File: config.mk
export PLATFORM = sky130hd
export DESIGN_NAME = mem_port_arbiter
export DESIGN_NICKNAME = d
export VERILOG_FILES = /design/src/rtl/mem_arb_pkg.sv /design/src/rtl/rr_pick2.sv /design/src/rtl/mem_port_arbiter.sv
export SDC_FILE = /design/constraint.sdc
export NUM_CORES = 1
export LEC_CHECK = 0
export CAP_MARGIN = 40
export CORE_UTILIZATION = 63
export CTS_CLUSTER_DIAMETER = 200
export DETAILED_ROUTE_END_ITERATION = 6
export GPL_TIMING_DRIVEN = 0
export PLACE_DENSITY = 0.85
export SLEW_MARGIN = 40
export SYNTH_ARGS = -nofsm -noshare
export SYNTH_HDL_FRONTEND = slang
export SYNTH_SLANG_ARGS = --single-unit
File: constraint.sdc
create_clock -name clk -period 4.7 [get_ports clk]
set_input_delay 0.705 -clock clk [delete_from_list [all_inputs] [get_ports clk]]
set_output_delay 0.705 -clock clk [all_outputs]
set_load 0.03 [all_outputs]
File: src/rtl/mem_arb_pkg.sv
// Shared constants and types for the unified memory port arbiter.
// Also imported by the CPU for its default memory geometry.
package mem_arb_pkg;

    localparam int DEF_ADDR_W = 4;
    localparam int DEF_DATA_W = 8;
    localparam int DEF_DEPTH  = 16;

    localparam int REQ_CPU = 0;
    localparam int REQ_EXT = 1;

    typedef enum logic [1:0] {
        OPEN,
        LOCK_CPU,
        LOCK_EXT
    } lock_state_e;

endpackage

File: src/rtl/rr_pick2.sv
// Two-way round-robin picker; the pointer flips to the loser
// only when both requesters were contending.
module rr_pick2 (
    input  logic       clk,
    input  logic       rst_n,
    input  logic [1:0] req,
    input  logic       enable,
    input  logic       advance,
    output logic [1:0] pick
);

    // ptr_q = 0 favours req[0], 1 favours req[1]
    logic ptr_q;
    logic ptr_d;

    always_comb begin
        pick  = 2'b00;
        ptr_d = ptr_q;
        if (enable) begin
            if (req == 2'b11) begin
                pick = ptr_q ? 2'b10 : 2'b01;
            end else begin
                pick = req;
            end
            if (advance && req == 2'b11) begin
                ptr_d = pick[0];
            end
        end
    end

    always_ff @(posedge clk or negedge rst_n) begin
        if (!rst_n) begin
            ptr_q <= 1'b0;
        end else begin
            ptr_q <= ptr_d;
        end
    end

endmodule

File: src/rtl/mem_port_arbiter.sv
// Single-port 16x8 memory shared by the CPU and an external loader,
// with per-cycle round-robin arbitration and an ownership lock.
module mem_port_arbiter
    import mem_arb_pkg::*;
#(
    parameter int ADDR_W = DEF_ADDR_W,
    parameter int DATA_W = DEF_DATA_W,
    parameter int DEPTH  = DEF_DEPTH
) (
    input  logic              clk,
    input  logic              rst_n,
    input  logic              cpu_req,
    input  logic              cpu_we,
    input  logic              cpu_lock,
    input  logic [ADDR_W-1:0] cpu_addr,
    input  logic [DATA_W-1:0] cpu_wdata,
    output logic              cpu_gnt,
    output logic              cpu_rvalid,
    output logic [DATA_W-1:0] cpu_rdata,
    input  logic              ext_req,
    input  logic              ext_we,
    input  logic              ext_lock,
    input  logic [ADDR_W-1:0] ext_addr,
    input  logic [DATA_W-1:0] ext_wdata,
    output logic              ext_gnt,
    output logic              ext_rvalid,
    output logic [DATA_W-1:0] ext_rdata,
    output logic              busy_lock
);

    logic [DATA_W-1:0] mem_q [DEPTH];

    lock_state_e       state_q, state_d;
    logic              busy_lock_q, busy_lock_d;
    logic              cpu_rvalid_q, cpu_rvalid_d;
    logic              ext_rvalid_q, ext_rvalid_d;
    logic [DATA_W-1:0] cpu_rdata_q, cpu_rdata_d;
    logic [DATA_W-1:0] ext_rdata_q, ext_rdata_d;
    logic [1:0]        pick;
    logic              wr_en;
    logic [ADDR_W-1:0] wr_addr;
    logic [DATA_W-1:0] wr_data;

    rr_pick2 u_rr (
        .clk     (clk),
        .rst_n   (rst_n),
        .req     ({ext_req, cpu_req}),
        .enable  (state_q == OPEN),
        .advance (cpu_req & ext_req),
        .pick    (pick)
    );

    // Grants are gated by rst_n so nothing is accepted while in reset
    always_comb begin
        cpu_gnt = rst_n & (pick[REQ_CPU] |
                  ((state_q == LOCK_CPU) & cpu_req));
        ext_gnt = rst_n & (pick[REQ_EXT] |
                  ((state_q == LOCK_EXT) & ext_req));

        state_d = state_q;
        unique case (state_q)
            OPEN: begin
                if (cpu_gnt && cpu_lock) begin
                    state_d = LOCK_CPU;
                end else if (ext_gnt && ext_lock) begin
                    state_d = LOCK_EXT;
                end
            end
            LOCK_CPU: if (cpu_gnt && !cpu_lock) state_d = OPEN;
            LOCK_EXT: if (ext_gnt && !ext_lock) state_d = OPEN;
            default:  state_d = OPEN;
        endcase
        busy_lock_d = (state_d != OPEN);

        wr_en   = (cpu_gnt & cpu_we) | (ext_gnt & ext_we);
        wr_addr = cpu_gnt ? cpu_addr : ext_addr;
        wr_data = cpu_gnt ? cpu_wdata : ext_wdata;

        cpu_rvalid_d = cpu_gnt & ~cpu_we;
        ext_rvalid_d = ext_gnt & ~ext_we;
        cpu_rdata_d  = cpu_rvalid_d ? mem_q[cpu_addr] : cpu_rdata_q;
        ext_rdata_d  = ext_rvalid_d ? mem_q[ext_addr] : ext_rdata_q;
    end

    always_ff @(posedge clk) begin
        if (wr_en) begin
            mem_q[wr_addr] <= wr_data;
        end
    end

    always_ff @(posedge clk or negedge rst_n) begin
        if (!rst_n) begin
            state_q      <= OPEN;
            busy_lock_q  <= 1'b0;
            cpu_rvalid_q <= 1'b0;
            ext_rvalid_q <= 1'b0;
            cpu_rdata_q  <= '0;
            ext_rdata_q  <= '0;
        end else begin
            state_q      <= state_d;
            busy_lock_q  <= busy_lock_d;
            cpu_rvalid_q <= cpu_rvalid_d;
            ext_rvalid_q <= ext_rvalid_d;
            cpu_rdata_q  <= cpu_rdata_d;
            ext_rdata_q  <= ext_rdata_d;
        end
    end

    assign busy_lock  = busy_lock_q;
    assign cpu_rvalid = cpu_rvalid_q;
    assign ext_rvalid = ext_rvalid_q;
    assign cpu_rdata  = cpu_rdata_q;
    assign ext_rdata  = ext_rdata_q;

endmodule

After elaboration in Yosys (flattened, before gate mapping):

Memory sizes are Yosys's and may differ from the RTL's. A register that Yosys moved wholly into a read port is not among the register bits.
Cells that the tools add are included.

* register bits: 6
* bits in latches: 0
* RAM bits: 128
* ROM bits: 0
* bits of input ports: 32
* output and inout bits: 21
* logic and storage cells: 47
* memories: 1

* add/subtract/negate cells: 0
* multipliers: 0
* divide/modulo/power cells: 0
* order comparisons: 0
* equal/unequal tests: 3
* shift operators: 0
* multiplexer cells: 12
* bitwise logic cells: 14
* reductions and logical operators: 12

Memories
* mem_q: depth 16, bits a word 8, read ports 2, clocked after memory_dff 2, write ports 1, line mem_port_arbiter.sv:31 `logic [DATA_W-1:0] mem_q [DEPTH];`

Operators by type and width (number)
* two-way mux 2 bit: 7
* AND 1 bit: 9
* two-way mux 8 bit: 1
* one-hot mux 2 bit (3 select lines): 1
* logical AND 1 bit: 5
* equality test 2 bit, second input constant: 2
* zero test 1 bit: 4
* two-way mux 4 bit: 1
* OR 1 bit: 3
* equality test 2 x 1 -> 1 bit, second input constant: 1
* zero test 2 bit: 1
* two-way mux 1 bit: 2
* inverter 1 bit: 2
* AND reduction 2 bit: 1
* nonzero test 2 bit: 1

Logic depth before layout (Yosys ltp):

* depth after elaboration: 10
* depth in mapped cells: 6
* mapped depth without buffers: 5

Cells and area by module:

A second synthesis with hierarchy kept.

* cell total of the unflattened synthesis: 409
* area total of the unflattened synthesis: 7054.3 µm²

By module, submodules not included
* mem_port_arbiter: instances 1, cells an instance 401, area an instance 6993.0 µm², seq. area each 4369.2 µm²
* rr_pick2: instances 1, cells an instance 8, area an instance 61.3 µm², seq. area each 25.0 µm²

Worst setup path after synthesis:

OpenSTA, ideal clock, no wires.

* path type: input port to flip-flop
* start point: input port cpu_req
* end point: memory mem_q[6][0] (netlist bit) (enable)
* library setup time: 0.385 ns
* arrival time: 2.416 ns
* data required time: 4.315 ns
* slack: 1.899 ns
* stages: 4
* buffers on the path: 0
* cell sequence: nor3b_1 nor2_1 a32o_1 nor3b_1

* word-level cells in the longest chain between the ends: 9
* elaborated cells between the ends (all ways): 14
* those cells by class: eq/ne (1); mux (5); bitwise (8)

Ends and longest elaborated chain
* start, declared: line mem_port_arbiter.sv:12 `input logic cpu_req,`
* equality test 2 bit: line rr_pick2.sv:20 `if (req == 2'b11) begin`
* two-way mux 2 bit: line rr_pick2.sv:20
* two-way mux 2 bit: line rr_pick2.sv:19 `if (enable) begin`
* OR 1 bit: line mem_port_arbiter.sv:57 `ext_gnt = rst_n & (pick[REQ_EXT] |`
* AND 1 bit: line mem_port_arbiter.sv:57
* named net ext_gnt: line mem_port_arbiter.sv:25 `output logic ext_gnt,`
* AND 1 bit: line mem_port_arbiter.sv:75 `wr_en = (cpu_gnt & cpu_we) | (ext_gnt & ext_we);`
* OR 1 bit: line mem_port_arbiter.sv:75
* two-way mux 1 bit: line mem_port_arbiter.sv:86 `if (wr_en) begin`
* two-way mux 1 bit (implied by the code): line mem_port_arbiter.sv:87 `mem_q[wr_addr] <= wr_data;`
* end, declared: line mem_port_arbiter.sv:31

The timed path passes the listed nets, and every way through them passes these cells.

Worst setup path in the final report:

* start point: input port cpu_req
* end point: output port cpu_gnt

* word-level cells in the longest chain between the ends: 5
* elaborated cells between the ends (all ways): 6
* those cells by class: eq/ne (1); mux (2); bitwise (3)

Ends and longest elaborated chain
* equality test 2 bit: line rr_pick2.sv:20
* two-way mux 2 bit: line rr_pick2.sv:20
* two-way mux 2 bit: line rr_pick2.sv:19
* OR 1 bit (*): line mem_port_arbiter.sv:55 `cpu_gnt = rst_n & (pick[REQ_CPU] |`
* AND 1 bit (*): line mem_port_arbiter.sv:55
* end, declared: line mem_port_arbiter.sv:17 `output logic cpu_gnt,`

Mark *: on every way between the ends. The rest lies on a longest branch, timed or not.

==> flow_summary.ini <==
[clock_tree]
clock-sinks = 150
cts_buffers = 17
cts-root-buf = clkbuf_8
cts_buffer_depth = 2
path_clk_slew_ps = 60
holdBufCountCts = 0
cts_tree = done
cts_resized = 0
clock_latency_ps = 530
htreeDepth = 4
post_cts_buffers = 0

[cells_and_area]
utilization_pct = 76.7
area_growth_pct = 17.8
instances_no_fill = 617
final_common_cell = edfxtp_1
final_cell_mix = 128 x edfxtp_1, 47 x clkdlybuf4s50_1, 40 x mux4_2, 28 x nand2_1, 24 x mux4_1
drive_gt1_share_pct = 22.6
final_cell_area_um2 = 8350
antennaDiodeCount = 0
nNetsFinal = 496

[die]
num_io_pins = 53
start_util_pct = 65.2
core-area_um2 = 10900
dieArea_um2 = 11700
die_w_um = 108
die_h_um = 108
rows = 38

[sta]
fin_worst_skew_ps = 8.71
timing.hold.ws_ps = 147
maxSlewViolCount = 0
finalHoldViolations = 0
period_share_pct = 77.0
timing.fmax_mhz = 276
setup_viol = 0
tightest_slew_ps = 922
min_period_ps = 3620
rsz0062_at_grt = no
relSlewSlack_pct = 38.5
setup_ws_ps = 1080

[run_status]
status = completed

[power_and_ir_drop]
p_leak_nw = 2.98
p_seq_share_pct = 44.4
p_int_w = 0.00271
peakVddDrop_mv = 0.276
switching_share_pct = 27.7
pwr-share-clk_pct = 35.0
switchingPower_w = 0.00104
powerDensity_nw_per_um2 = 448
combPwrFrac_pct = 20.6

[synth]
yosys_warnings = 0
ys_dominant_reg_cell = edfxtp_1
netlist_instances = 394
synth-edff-count = 128
ys_ff_latch = 150
synth_area_um2 = 7090
async_flop_share_pct = 14.7
syn_nets = 426
avgSynthCellArea_um2 = 18.0
synthDistinctLibCells = 42
seq_area_frac_synth_pct = 61.9

[drt]
drt_iter0_drc = 693
drc = 0
routed_via_density = 7.64
ant_nets = 0
drt_wl_total_um = 20400
num_vias = 4711
wl_per_cell_um = 33.1
first_pass_iters = 5

[place]
dp_cells = 585
globalplace.congestion = 0.899
placed_area_um2 = 7790
post-place-ws_ps = 1120
portBuffers = 48
dp_hpwl_um = 12800

[worst_setup_path]
slowest_delay_ps = 760
start_kind = primary input
worst-setup-path-type = in2out
crit_start = cpu_req
end_kind = output port
path_buf_inv = 3
cpMostUsedCell = clkdlybuf4s50_1
path_max_fanout = 10
crit_path_top_delay_cell = clkdlybuf4s50_1
crit_family = buffers and inverters
r2r-start = state_q[1]
crit_path_cell_trace = clkdlybuf4s50_1 > and3b_1 > nand2_2 > clkinv_1 > clkdlybuf4s50_1
cp.required_ps = 3990
cp_data_arrival_time_ps = 2910

[grt]
grtUsageMet2_pct = 58.5
grt_antenna_before_repair = 0
grt_pass1_vias = 4615
grtUsageMet3_pct = 13.1
top_usage_layer = met2
grt_util_met1_pct = 46.9
grt_pass1_wl_um = 29200
grt_overflow = 0
grt_max_degree = 27
grt_usage_pct = 37.8

[worst_hold_path]
hold_path_class = in2async

[run]
cap_violations = 0
[worst paths after layout]
kind	slack, ps	cells after the start	to
max in group asynchronous	4200	1	ext_rdata[1]
worst max-delay path	1080	5	cpu_gnt
worst min-delay path	150	1	state_q[1]
worst min register to register	480	1	cpu_rdata[4]
worst max register to register	1850	4	mem_q[12][4]
min in group clk	480	1	cpu_rdata[4]
[cell families (layout without fill, tap and decap cells)]
kind of cell / count (synthesis) / in the layout / share of synthesized area [%]
multiplexers: 93 / 93 / 25.9
buffers and inverters: 30 / 113 / 2.43
flip-flops: 150 / 150 / 61.9
AO/OA/AOI/OAI: 49 / 49 / 4.57
AND/OR/NAND/NOR: 71 / 71 / 5.08
XOR/XNOR: 1 / 1 / 0.123
[state kept, by name, summed over array words and instances, names as in the netlist]
| register | cells |
|---|---|
| cpu_rdata | 8 |
| ext_rdata | 8 |
| u_rr.ptr_q | 1 |
| mem_q | 128 |
| cpu_rvalid | 1 |
| state_q | 2 |
| busy_lock | 1 |
| ext_rvalid | 1 |
[power by group through the flow]
| stage | clock network [W] | registers [W] | logic, W |
|---|---|---|---|
| detailed placement | 0 | 0.00169 | 0.000756 |
| finish | 0.00131 | 0.00166 | 0.000773 |
| CTS | 0.00130 | 0.00166 | 0.000765 |
| global placement | 0 | 0.00168 | 0.000728 |
| floorplan | 0 | 0.00183 | 0.000300 |
| global route | 0.00135 | 0.00167 | 0.000808 |
[cell type report]
type                       instances  area, um2
fill                             555       2530
clock inverter                    13        138
tap                              140        175
sequential                       150       4390
inverter                           4       15.0
timing repair buffer              51        495
multi-input combinational        214       2560
buffer                            26        158
clock buffer                      19        422
[metrics by stage]
step	total power (W)	TNS (ps)
2_1_floorplan	0.00213	0
3_3_place_gp	0.00241	-2390
3_5_place_dp	0.00244	0
4_1_cts	0.00372	0
5_1_grt	0.00383	0
6_report	0.00375	0
[cell usage after synthesis, drive strengths merged (2+ instances only)]
cell type / count / area share (%)
a211oi: 8 / 0.85
a21o: 9 / 0.95
a21oi: 9 / 0.63
and3: 6 / 0.53
and3b: 2 / 0.25
buf: 17 / 1.6
clkbuf: 9 / 0.67
dfrtp: 22 / 7.8
edfxtp: 128 / 54
inv: 3 / 0.16
mux2: 10 / 1.6
mux2i: 19 / 2.7
mux4: 64 / 22
nand2: 29 / 1.6
nand2b: 4 / 0.35
nand3: 2 / 0.14
nand3b: 3 / 0.32
nor2: 12 / 0.63
nor3: 4 / 0.35
nor3b: 3 / 0.32
o22ai: 17 / 1.5
or2: 2 / 0.18
[layer usage]
metal / vias to the layer above / wire, um
li1: 1802 / -
met5: - / 0
met4: 0 / 1300
met3: 127 / 3000
met2: 483 / 9520
met1: 2299 / 6630
No activity file was read; power rests on OpenSTA's default activity.
